**src/rtl/mbist_pkg.sv**
```systemverilog
// Shared types and constant March element tables for the MBIST controller.
package mbist_pkg;

  typedef enum logic [1:0] {
    ST_IDLE  = 2'd0,
    ST_RUN   = 2'd1,
    ST_FLUSH = 2'd2,
    ST_DONE  = 2'd3
  } state_t;

  localparam logic ALG_MATSP  = 1'b0;
  localparam logic ALG_MARCHC = 1'b1;

  localparam int ELEM_W = 3;
  typedef logic [ELEM_W-1:0] elem_t;

  typedef enum logic {
    OP_READ  = 1'b0,
    OP_WRITE = 1'b1
  } op_t;

  // One March element: address direction, one or two ops per address,
  // and the op type / data background (all-0 or all-1) of each op.
  typedef struct packed {
    logic down;
    logic two_ops;
    op_t  op0;
    logic bg0;
    op_t  op1;
    logic bg1;
  } elem_desc_t;

  localparam elem_t MATSP_ELEMS  = 3'd3;
  localparam elem_t MARCHC_ELEMS = 3'd6;

  function automatic elem_t elem_count(input logic alg);
    return (alg == ALG_MARCHC) ? MARCHC_ELEMS : MATSP_ELEMS;
  endfunction

  // Direction alone, so the address generator can be preloaded for the
  // next element without decoding the whole descriptor.
  function automatic logic elem_down(input logic alg, input elem_t elem);
    if (alg == ALG_MARCHC) begin
      return (elem == 3'd3) || (elem == 3'd4);
    end
    return (elem == 3'd2);
  endfunction

  function automatic elem_desc_t elem_desc(input logic alg, input elem_t elem);
    elem_desc_t d;
    d.down    = elem_down(alg, elem);
    d.two_ops = 1'b1;
    d.op0     = OP_READ;
    d.bg0     = 1'b0;
    d.op1     = OP_WRITE;
    d.bg1     = 1'b1;
    if (alg == ALG_MARCHC) begin
      case (elem)
        3'd0: begin d.two_ops = 1'b0; d.op0 = OP_WRITE; d.bg0 = 1'b0; d.bg1 = 1'b0; end
        3'd1: begin d.bg0 = 1'b0; d.bg1 = 1'b1; end
        3'd2: begin d.bg0 = 1'b1; d.bg1 = 1'b0; end
        3'd3: begin d.bg0 = 1'b0; d.bg1 = 1'b1; end
        3'd4: begin d.bg0 = 1'b1; d.bg1 = 1'b0; end
        default: begin d.two_ops = 1'b0; d.op0 = OP_READ; d.bg0 = 1'b0; d.bg1 = 1'b0; end
      endcase
    end else begin
      case (elem)
        3'd0: begin d.two_ops = 1'b0; d.op0 = OP_WRITE; d.bg0 = 1'b0; d.bg1 = 1'b0; end
        3'd1: begin d.bg0 = 1'b0; d.bg1 = 1'b1; end
        default: begin d.bg0 = 1'b1; d.bg1 = 1'b0; end
      endcase
    end
    return d;
  endfunction

endpackage

```
**src/rtl/mbist_march_ctrl_if.sv**
```systemverilog
// Single-port synchronous SRAM bus between the BIST controller and the memory.
interface mbist_march_ctrl_if #(
  parameter int ADDR_W = 4,
  parameter int DATA_W = 8
);
  logic [ADDR_W-1:0] addr;
  logic              we;
  logic              re;
  logic [DATA_W-1:0] wdata;
  logic [DATA_W-1:0] rdata;

  modport master (output addr, output we, output re, output wdata, input rdata);
  modport slave  (input addr, input we, input re, input wdata, output rdata);
endinterface

```
**src/rtl/mbist_addr_gen.sv**
```systemverilog
// Up/down address counter with direction-dependent preload and end flag.
module mbist_addr_gen #(
  parameter int ADDR_W = 4
) (
  input  logic              clk,
  input  logic              rst,
  input  logic              load,
  input  logic              load_down,
  input  logic              en,
  input  logic              down,
  output logic [ADDR_W-1:0] addr,
  output logic              last
);
  localparam logic [ADDR_W-1:0] ADDR_MAX = {ADDR_W{1'b1}};

  logic [ADDR_W-1:0] addr_reg;

  // Preload to the first address of an element, otherwise step when enabled.
  always_ff @(posedge clk or posedge rst) begin
    if (rst) begin
      addr_reg <= '0;
    end else if (load) begin
      addr_reg <= load_down ? ADDR_MAX : '0;
    end else if (en) begin
      addr_reg <= down ? (addr_reg - 1'b1) : (addr_reg + 1'b1);
    end
  end

  assign addr = addr_reg;
  assign last = down ? (addr_reg == '0) : (addr_reg == ADDR_MAX);

endmodule

```
**src/rtl/mbist_march_ctrl.sv**
```systemverilog
// March-test BIST controller: MATS+ / March C- sequencing, registered SRAM
// drive, two-stage read-compare pipeline and first-fail capture.
module mbist_march_ctrl
  import mbist_pkg::*;
#(
  parameter int ADDR_W = 4,
  parameter int DATA_W = 8
) (
  input  logic               clk,
  input  logic               rst,
  input  logic               start,
  input  logic               alg,
  input  logic               stop_on_fail,
  mbist_march_ctrl_if.master mem,
  output logic               busy,
  output logic               done,
  output logic               fail,
  output logic [ADDR_W-1:0]  fail_addr,
  output logic [2:0]         fail_elem,
  output logic [DATA_W-1:0]  fail_exp,
  output logic [DATA_W-1:0]  fail_act
);

  state_t            state_reg, state_next;
  logic              alg_reg, stop_reg, phase_reg, last_issued_reg;
  elem_t             elem_reg;

  logic [ADDR_W-1:0] addr;
  logic              addr_last;
  logic              ag_load, ag_load_down, ag_en;

  elem_desc_t        cur_desc;
  logic              cur_is_wr, cur_bg, last_elem;
  logic              start_ok, issue, mismatch, stop_abort;

  logic [ADDR_W-1:0] mem_addr_reg;
  logic              mem_we_reg, mem_re_reg;
  logic [DATA_W-1:0] mem_wdata_reg;

  // Read tracking: stage rd_* travels with mem_re, stage chk_* lines up
  // with mem_rdata one cycle later.
  logic              rd_valid_reg, chk_valid_reg;
  logic [ADDR_W-1:0] rd_addr_reg, chk_addr_reg;
  logic [DATA_W-1:0] rd_exp_reg, chk_exp_reg;
  elem_t             rd_elem_reg, chk_elem_reg;

  logic              fail_reg;
  logic [ADDR_W-1:0] fail_addr_reg;
  elem_t             fail_elem_reg;
  logic [DATA_W-1:0] fail_exp_reg, fail_act_reg;

  mbist_addr_gen #(.ADDR_W(ADDR_W)) u_addr_gen (
    .clk       (clk),
    .rst       (rst),
    .load      (ag_load),
    .load_down (ag_load_down),
    .en        (ag_en),
    .down      (cur_desc.down),
    .addr      (addr),
    .last      (addr_last)
  );

  // Current-op decode, compare result and address generator control.
  always_comb begin
    cur_desc     = elem_desc(alg_reg, elem_reg);
    cur_is_wr    = phase_reg ? (cur_desc.op1 == OP_WRITE) : (cur_desc.op0 == OP_WRITE);
    cur_bg       = phase_reg ? cur_desc.bg1 : cur_desc.bg0;
    last_elem    = (elem_reg == (elem_count(alg_reg) - 3'd1));
    start_ok     = start && ((state_reg == ST_IDLE) || (state_reg == ST_DONE));
    mismatch     = chk_valid_reg && (mem.rdata != chk_exp_reg);
    stop_abort   = mismatch && stop_reg && (state_reg == ST_RUN);
    issue        = (state_reg == ST_RUN) && !last_issued_reg && !stop_abort;
    ag_load      = 1'b0;
    ag_load_down = 1'b0;
    ag_en        = 1'b0;
    if (start_ok) begin
      ag_load      = 1'b1;
      ag_load_down = elem_down(alg, 3'd0);
    end else if (issue && (!cur_desc.two_ops || phase_reg)) begin
      if (!addr_last) begin
        ag_en = 1'b1;
      end else if (!last_elem) begin
        ag_load      = 1'b1;
        ag_load_down = elem_down(alg_reg, elem_reg + 3'd1);
      end
    end
  end

  // Next-state logic.
  always_comb begin
    state_next = state_reg;
    case (state_reg)
      ST_IDLE, ST_DONE: if (start) state_next = ST_RUN;
      ST_RUN: begin
        if (stop_abort)           state_next = ST_DONE;
        else if (last_issued_reg) state_next = ST_FLUSH;
      end
      default:                    state_next = ST_DONE;
    endcase
  end

  // State register.
  always_ff @(posedge clk or posedge rst) begin
    if (rst) state_reg <= ST_IDLE;
    else     state_reg <= state_next;
  end

  // Element / op-phase sequencing and per-run configuration latch.
  always_ff @(posedge clk or posedge rst) begin
    if (rst) begin
      alg_reg         <= ALG_MATSP;
      stop_reg        <= 1'b0;
      elem_reg        <= '0;
      phase_reg       <= 1'b0;
      last_issued_reg <= 1'b0;
    end else if (start_ok) begin
      alg_reg         <= alg;
      stop_reg        <= stop_on_fail;
      elem_reg        <= '0;
      phase_reg       <= 1'b0;
      last_issued_reg <= 1'b0;
    end else if (issue) begin
      if (cur_desc.two_ops && !phase_reg) begin
        phase_reg <= 1'b1;
      end else begin
        phase_reg <= 1'b0;
        if (addr_last) begin
          if (last_elem) last_issued_reg <= 1'b1;
          else           elem_reg        <= elem_reg + 3'd1;
        end
      end
    end
  end

  // Registered memory drive; strobes are low whenever no op is issued.
  always_ff @(posedge clk or posedge rst) begin
    if (rst) begin
      mem_addr_reg  <= '0;
      mem_we_reg    <= 1'b0;
      mem_re_reg    <= 1'b0;
      mem_wdata_reg <= '0;
    end else begin
      mem_addr_reg  <= issue ? addr : '0;
      mem_we_reg    <= issue && cur_is_wr;
      mem_re_reg    <= issue && !cur_is_wr;
      mem_wdata_reg <= (issue && cur_is_wr) ? {DATA_W{cur_bg}} : '0;
    end
  end

  // Read-compare pipeline.
  always_ff @(posedge clk or posedge rst) begin
    if (rst) begin
      rd_valid_reg  <= 1'b0;
      rd_addr_reg   <= '0;
      rd_exp_reg    <= '0;
      rd_elem_reg   <= '0;
      chk_valid_reg <= 1'b0;
      chk_addr_reg  <= '0;
      chk_exp_reg   <= '0;
      chk_elem_reg  <= '0;
    end else begin
      rd_valid_reg  <= issue && !cur_is_wr && !start_ok;
      rd_addr_reg   <= addr;
      rd_exp_reg    <= {DATA_W{cur_bg}};
      rd_elem_reg   <= elem_reg;
      chk_valid_reg <= rd_valid_reg && !start_ok;
      chk_addr_reg  <= rd_addr_reg;
      chk_exp_reg   <= rd_exp_reg;
      chk_elem_reg  <= rd_elem_reg;
    end
  end

  // Sticky fail flag; diagnostics hold the first mismatch of the run.
  always_ff @(posedge clk or posedge rst) begin
    if (rst) begin
      fail_reg      <= 1'b0;
      fail_addr_reg <= '0;
      fail_elem_reg <= '0;
      fail_exp_reg  <= '0;
      fail_act_reg  <= '0;
    end else if (start_ok) begin
      fail_reg      <= 1'b0;
      fail_addr_reg <= '0;
      fail_elem_reg <= '0;
      fail_exp_reg  <= '0;
      fail_act_reg  <= '0;
    end else if (mismatch) begin
      fail_reg <= 1'b1;
      if (!fail_reg) begin
        fail_addr_reg <= chk_addr_reg;
        fail_elem_reg <= chk_elem_reg;
        fail_exp_reg  <= chk_exp_reg;
        fail_act_reg  <= mem.rdata;
      end
    end
  end

  assign mem.addr  = mem_addr_reg;
  assign mem.we    = mem_we_reg;
  assign mem.re    = mem_re_reg;
  assign mem.wdata = mem_wdata_reg;

  assign busy      = (state_reg == ST_RUN) || (state_reg == ST_FLUSH);
  assign done      = (state_reg == ST_DONE);
  assign fail      = fail_reg;
  assign fail_addr = fail_addr_reg;
  assign fail_elem = fail_elem_reg;
  assign fail_exp  = fail_exp_reg;
  assign fail_act  = fail_act_reg;

endmodule

```
**src/flat_wrapper.sv**
```systemverilog
// flat-port wrapper written by rule: the top's interface ports become plain ports
module mbist_march_ctrl_flat import mbist_pkg::*;
#(
  parameter int ADDR_W = 4,
  parameter int DATA_W = 8
)
  (clk, rst, start, alg, stop_on_fail, busy, done, fail, fail_addr, fail_elem, fail_exp, fail_act, mem_addr, mem_we, mem_re, mem_wdata, mem_rdata);
  mbist_march_ctrl_if #(.ADDR_W(ADDR_W), .DATA_W(DATA_W)) mem_i ();
  input  logic clk;
  input  logic rst;
  input  logic start;
  input  logic alg;
  input  logic stop_on_fail;
  output logic busy;
  output logic done;
  output logic fail;
  output logic [ADDR_W-1:0] fail_addr;
  output logic [2:0] fail_elem;
  output logic [DATA_W-1:0] fail_exp;
  output logic [DATA_W-1:0] fail_act;
  output wire logic [$bits(mem_i.addr)-1:0] mem_addr;
  output wire logic [$bits(mem_i.we)-1:0] mem_we;
  output wire logic [$bits(mem_i.re)-1:0] mem_re;
  output wire logic [$bits(mem_i.wdata)-1:0] mem_wdata;
  input wire logic [$bits(mem_i.rdata)-1:0] mem_rdata;
  assign mem_addr = mem_i.addr;
  assign mem_we = mem_i.we;
  assign mem_re = mem_i.re;
  assign mem_wdata = mem_i.wdata;
  assign mem_i.rdata = mem_rdata;
  mbist_march_ctrl #(.ADDR_W(ADDR_W), .DATA_W(DATA_W)) u_core (.clk(clk), .rst(rst), .start(start), .alg(alg), .stop_on_fail(stop_on_fail), .mem(mem_i), .busy(busy), .done(done), .fail(fail), .fail_addr(fail_addr), .fail_elem(fail_elem), .fail_exp(fail_exp), .fail_act(fail_act));
endmodule
```
**config.mk**
```make
export PLATFORM = sky130hd
export DESIGN_NAME = mbist_march_ctrl_flat
export DESIGN_NICKNAME = d
export VERILOG_FILES = /design/src/rtl/mbist_pkg.sv /design/src/rtl/mbist_march_ctrl_if.sv /design/src/rtl/mbist_addr_gen.sv /design/src/rtl/mbist_march_ctrl.sv /design/src/flat_wrapper.sv
export SDC_FILE = /design/constraint.sdc
export NUM_CORES = 1
export LEC_CHECK = 0
export CORE_MARGIN = 5
export CORE_UTILIZATION = 53
export CTS_BUF_LIST = sky130_fd_sc_hd__clkbuf_4 sky130_fd_sc_hd__clkbuf_8
export CTS_CLUSTER_SIZE = 24
export DETAILED_ROUTE_END_ITERATION = 7
export PLACE_DENSITY = 0.82
export SETUP_SLACK_MARGIN = 0.3
export SYNTH_ARGS = -nofsm -noshare
export SYNTH_HDL_FRONTEND = slang
export SYNTH_SLANG_ARGS = --single-unit
```
**constraint.sdc**
```tcl
create_clock -name clk -period 3.1 [get_ports clk]
set_clock_uncertainty 0.2 [all_clocks]
set_input_delay 0.465 -clock clk [delete_from_list [all_inputs] [get_ports clk]]
set_output_delay 0.465 -clock clk [all_outputs]
set_load 0.01 [all_outputs]
```
==> results of run 1 <==
==> cells in the final DEF, fill, tap and decap left out, types with 5 or more instances in the layout <==
cell / n
a21oi_1: 9
a22o_1: 16
and2_1: 9
buf_4: 7
clkbuf_8: 5
clkdlybuf4s50_1: 52
dfrtp_1: 55
ha_1: 9
inv_1: 11
mux2i_1: 5
nand2_1: 14
nor2_1: 13
o21ai_0: 10
==> repair_timing <==
item / CTS / global route
resized for setup: 1 / 3
setup endpoints to repair: 1 / 17
setup buffers: 0 / 3
hold buffers: 0 / 0
pin swaps: 0 / 1
==> cell families (layout without fill, tap and decap cells) <==
family	Yosys count	count (layout)	synth area share, %
simple gates	57	57	12.2
flops	55	55	54.4
compound gates	53	53	16.0
buf+inv	32	80	6.97
fa+ha+maj	12	12	6.23
mux	7	7	2.87
xor+xnor	4	4	1.38
==> per-layer routing <==
metal | up-vias | wire [um]
met5 | - | 0
met4 | 0 | 110
met3 | 8 | 251
met2 | 53 | 2510
met1 | 870 | 2260
li1 | 852 | -
==> power groups by stage <==
stage                     clock (mW)  sequential, mW  combinational [mW]
after floorplan                    0           0.912               0.403
after global placement             0           0.932               0.588
after detailed placement           0           0.940               0.604
after CTS                      0.400           0.927               0.607
after global routing           0.431           0.945               0.677
final                          0.388           0.926               0.607
==> through the flow <==
step	instances	utilization [%]	instance area [um2]	worst slack, ns	hold WS, ns
2_1_floorplan	220	-	2530	0.547	0.131
3_3_place_gp	311	64.7	3040	0.169	0.133
3_5_place_dp	311	64.7	3040	0.0761	0.136
4_1_cts	319	66.8	3130	0.356	0.156
5_1_grt	322	67.4	3160	0.247	0.169
6_report	322	67.4	3160	0.402	0.153
==> final cells by class <==
type / instances / area, um2 / share of cell area [%]
inverters: 12 / 45.0 / 1.42
clock buffers: 6 / 76.3 / 2.41
repair buffers: 60 / 593 / 18.7
well taps: 54 / 67.6 / 2.14
clock inverters: 2 / 12.5 / 0.395
multi-input cells: 133 / 993 / 31.4
flip-flops and latches: 55 / 1380 / 43.5
==> final timing paths <==
| kind | to | slack [ns] | depth (start not counted) |
|---|---|---|---|
| worst min-delay path | u_core.chk_addr_reg[0] | 0.15 | 0 |
| worst min register to register | u_core.chk_addr_reg[0] | 0.15 | 0 |
| min in group asynchronous | u_core.chk_elem_reg[2] | 0.33 | 2 |
| worst max register to register | u_core.u_addr_gen.addr[3] | 0.40 | 11 |
| max in group asynchronous | u_core.fail_act[6] | 1.81 | 3 |
| worst max-delay path | u_core.u_addr_gen.addr[3] | 0.40 | 11 |
==> flow_metrics.tcl, run 1 <==
set metrics [dict create \
    internal-power_mw 1.27 \
    wirelength_um 5140 \
    synthFlopType "dfrtp_1" \
    criticalPathCategory "reg2reg" \
    grt_pass1_wl_um 8540 \
    cpMaxStageDelayCell "dfrtp_1" \
    synth-edff-count 0 \
    dr.pass1.iters 4 \
    ant_nets 0 \
    synth.most_common_cell "dfrtp_1" \
    ios 53 \
    drt-initial-drc-count 129 \
    post_drt_wl_per_cell_um 15.9 \
    yosysUniqueCellTypes 45 \
    port_buffers 52 \
    grt_max_degree 30 \
    fillCellCount 338 \
    gr-usage-met2_pct 29.9 \
    r2r_start "u_core.elem_reg[0]" \
    drc 0 \
    cts_tree "yes" \
    grtUsageTotal_pct 17.6 \
    slowest_delay_ns 0.47 \
    p_comb_share_pct 31.6 \
    largest_register_ffs 8 \
    critPathTopFamily "compound AO/OA/AOI/OAI gates" \
    syn_nets 245 \
    initial_utilization_pct 53.9 \
    ir_drop_v 0.000286 \
    cts-root-buf "clkbuf_8" \
    critical_path.cell_chain "inv_1, ha_1, mux2i_1, o21ai_4, ha_1, a21o_1, a21oi_1, mux2_2, nand2_1, a21oi_1, o21ai_0" \
    synth_warnings 0 \
    status "completed" \
    setup_viol 0 \
    power.density_nw_per_um2 607 \
    crit_buf_inv 1 \
    cts_sinks 55 \
    cp.arrival_ns 2.69 \
    grtUsageMet1_pct 21.1 \
    ys_async_sr_fraction_pct 100 \
    gp_congestion 0.845 \
    clkTransAtPathRegs_ns 0.09 \
    p_clk_share_pct 20.2 \
    synth_seq_area_share_pct 54.4 \
    p_leak_nw 1.45 \
    hp-start "u_core.rd_addr_reg[0]" \
    finalHoldViolCount 0 \
    top_usage_layer "met2" \
    fmax_mhz 371 \
    gr-total-overflow 0 \
    dp_hpwl_um 3730 \
    fp.dieW_um 79.1 \
    setup_tns_ns 0 \
    end_kind "flip-flop" \
    diodes 0 \
    startpoint_type "flip-flop" \
    maxCapViolCount 0 \
    cts_buffer_depth 2 \
    antenna_found_initial 0 \
    vias 1783 \
    rsz0062_at_grt "true" \
    die_area_um2 6260 \
    hold_path.class "reg2reg" \
    layout_min_cycle_time_ns 2.70 \
    slew_headroom_pct 35.1 \
    p_sw_uw 655 \
    htree_levels 2 \
    coreArea_um2 4690 \
    post-route-period-util_pct 87.0 \
    rows 25 \
    drive_above_1_share_pct 11.6 \
    p_sw_share_pct 34.1 \
    tightest_slew_ns 0.969 \
    pwr-share-seq_pct 48.2 \
    syn_area_per_cell_um2 11.5 \
    slew_viol_final 0 \
    yosys.area.top_type "dfrtp_1" \
    netlist_top_cells_count "55 x dfrtp_1, 16 x a22o_1, 14 x buf_4, 14 x nand2_1, 14 x nor2_1" \
    fin_total_pwr_mw 1.92 \
    critPathLaunch "u_core.elem_reg[0]" \
    nets 292 \
    synthToLayoutAreaGrowth_pct 25.0 \
    viasPerCell 5.54 \
    synth-seq-cells 55 \
    insertion_delay_ns 0.30 \
    crit_fanout 6 \
    synth_top_area_share_pct 54.4 \
    grt_pass1_vias 1802 \
    synth_area_leaders "dfrtp_1 54%, a22o_1 5.5%, ha_1 5.4%" \
    netlist_area_um2 2530 \
    synth_cells 220 \
    grtUsageMet3_pct 4.20 \
    dieHeight_um 79.1 \
    required_ns 3.09 \
    cts_made_buffers 5 \
]
Note: power is estimated with default switching activity, not from simulation.
==> run 2: changes to the inputs <==
ABC_CLOCK_PERIOD_IN_PS = 3100   (was default)
==> results of run 2 <==
The final DEF is identical to that of run 1; final timing and power are the same.
==> run 3: changes to the inputs <==
ABC_AREA = 1   (was default)
==> run 3 against run 2 <==
Effect of this change:
- critical path depth is 4 higher
- synthesized area up 6.0%
- total power grew 63%
- critical path type unchanged
- largest power group is now combinational logic
==> flow_metrics.tcl, run 3 <==
set metrics [dict create \
    post_cts_buffers 0 \
    gr-total-overflow 0 \
    cts_buffer_depth 2 \
    rsz0062_at_grt "false" \
    vias 1984 \
    grt_pass1_vias 1959 \
    synth-edff-count 0 \
    maxCapViolCount 0 \
    insertion_delay_ns 0.30 \
    ios 53 \
    drc 0 \
    end_kind "flip-flop" \
    syn_area_per_cell_um2 9.16 \
    cpMaxStageDelayCell "dfrtp_1" \
    clkTransAtPathRegs_ns 0.09 \
    synth.most_common_cell "dfrtp_1" \
    grtUsageMet3_pct 3.99 \
    post_drt_wl_per_cell_um 12.7 \
    p_leak_nw 1.62 \
    yosysUniqueCellTypes 32 \
    setup_viol 0 \
    final_util_pct 65.5 \
    netlist_area_um2 2680 \
    rows 26 \
    ir_drop_v 0.000426 \
    wirelength_um 5160 \
    slew_headroom_pct 62.4 \
    required_ns 3.10 \
    cts-hold-fix-buffers 0 \
    placed_cells 398 \
    critical_path.cell_chain "inv_1, ha_1, nand2_1, nand3_2, nand2_2, inv_1, ha_1, a21oi_1, nand2_1, nand2_1, nand2_1, nand3_1, nand2_1, nand2_1, nand2_1" \
    synth_area_leaders "dfrtp_1 51%, nand2_1 7.3%, nand3_1 6.0%" \
    grt_max_degree 30 \
    synth_seq_area_share_pct 51.3 \
    cts_tree "yes" \
    ant_nets 0 \
    synth-seq-cells 55 \
    slew_viol_final 0 \
    dp_hpwl_um 4050 \
    criticalPathCategory "reg2reg" \
    cts_sinks 55 \
    setup_tns_ns 0 \
    fillCellCount 418 \
    netlist_top_cells_count "55 x dfrtp_1, 52 x nand2_1, 36 x inv_1" \
    synthToLayoutAreaGrowth_pct 22.2 \
    grtUsageTotal_pct 17.1 \
    synth_top_area_share_pct 51.3 \
    antenna_found_initial 0 \
    tightest_slew_ns 0.563 \
    gp_congestion 0.811 \
    nets 360 \
    yosys.area.top_type "dfrtp_1" \
    grtUsageMet1_pct 19.5 \
    cp.arrival_ns 2.52 \
    stdcell_count 406 \
    viasPerCell 4.89 \
    largest_register_ffs 8 \
    status "completed" \
    cts_made_buffers 5 \
    fp.dieW_um 81.2 \
    coreArea_um2 5010 \
    dieHeight_um 81.2 \
    final_common_cell "dfrtp_1" \
    startpoint_type "flip-flop" \
    die_area_um2 6590 \
    gr-usage-met2_pct 30.5 \
    dr.pass1.iters 4 \
    layout_min_cycle_time_ns 2.52 \
    r2r_setup_slack_ns 0.58 \
    synth_warnings 0 \
    post-route-period-util_pct 81.2 \
    whs_ns 0.155 \
    initial_utilization_pct 53.6 \
    hold_path.class "reg2reg" \
    ys_async_sr_fraction_pct 100 \
    fmax_mhz 397 \
    diodes 0 \
    cts-resized-gates 0 \
    crit_fanout 7 \
    htree_levels 2 \
    crit_top_cell "nand2_1" \
    slowest_delay_ns 0.47 \
    finalHoldViolCount 0 \
    synth_cells 293 \
    grt_pass1_wl_um 8630 \
    port_buffers 52 \
    synthFlopType "dfrtp_1" \
    top_usage_layer "met2" \
    power.density_nw_per_um2 956 \
    drive_above_1_share_pct 11.0 \
    layout_common_cells "55 x dfrtp_1, 52 x nand2_1, 52 x clkdlybuf4s50_1" \
    syn_nets 318 \
    cts-root-buf "clkbuf_8" \
    drt-initial-drc-count 111 \
]
run 3: where the power goes:
group          internal (mW)  total, mW  leakage [nW]  switching, mW
clock network          0.159      0.384        0.0483          0.225
logic                  0.702       1.62         0.833          0.920
registers              0.956       1.13         0.734          0.175
total                   1.82       3.14          1.62           1.32
run 3: worst max-delay path, delay by kind of cell, from the launching register on:
kind	cells	cell delay [ns]
AOI/OAI and AO/OA	1	0.18
buffers and inverters	2	0.23
and+or+nand+nor	10	0.76
adders and majority gates	2	0.57
DFF	1	0.47
run 3: per-stage QoR:
stage / setup WS, ns / total power, mW / cell area (um2)
global placement: 0.740 / 2.72 / 3190
finish: 0.584 / 3.14 / 3280
detailed placement: 0.616 / 2.79 / 3190
global route: 0.358 / 3.41 / 3280
CTS: 0.596 / 3.17 / 3280
floorplan: 0.851 / 2.25 / 2680
run 3: cells by family after synthesis:
family / Yosys count / share of synthesized area, %
AOI/OAI and AO/OA: 34 / 7.32
xor gates and xnor gates: 1 / 0.326
adders and majority gates: 12 / 5.87
buffers and inverters: 59 / 10.4
DFF: 55 / 51.3
and+or+nand+nor: 132 / 24.8
run 3: final cells by class:
class                   count  area, um2  area share, %
clock inverters             3       18.8          0.572
clock buffers               5       68.8           2.10
inverters                  39        146           4.46
repair buffers             55        556           16.9
flip-flops and latches     55       1380           42.0
well taps                  70       87.6           2.67
multi-input cells         179       1030           31.3
run 3: worst paths after layout:
path,from,endpoint,cells after the start
max,u_core.elem_reg[0],u_core.u_addr_gen.addr[3],15
min,u_core.rd_addr_reg[1],u_core.chk_addr_reg[1],0
max reg2reg,u_core.elem_reg[0],u_core.u_addr_gen.addr[3],15
min reg2reg,u_core.rd_addr_reg[1],u_core.chk_addr_reg[1],0
max in group asynchronous,rst,u_core.state_reg[1],3
min in group asynchronous,rst,u_core.rd_valid_reg,2
run 3: layer usage:
metal | part of all wire, % | up-vias
met5 | 0 | -
met4 | 1.7 | 0
met3 | 6.7 | 11
met2 | 50 | 60
met1 | 41 | 912
li1 | - | 1001
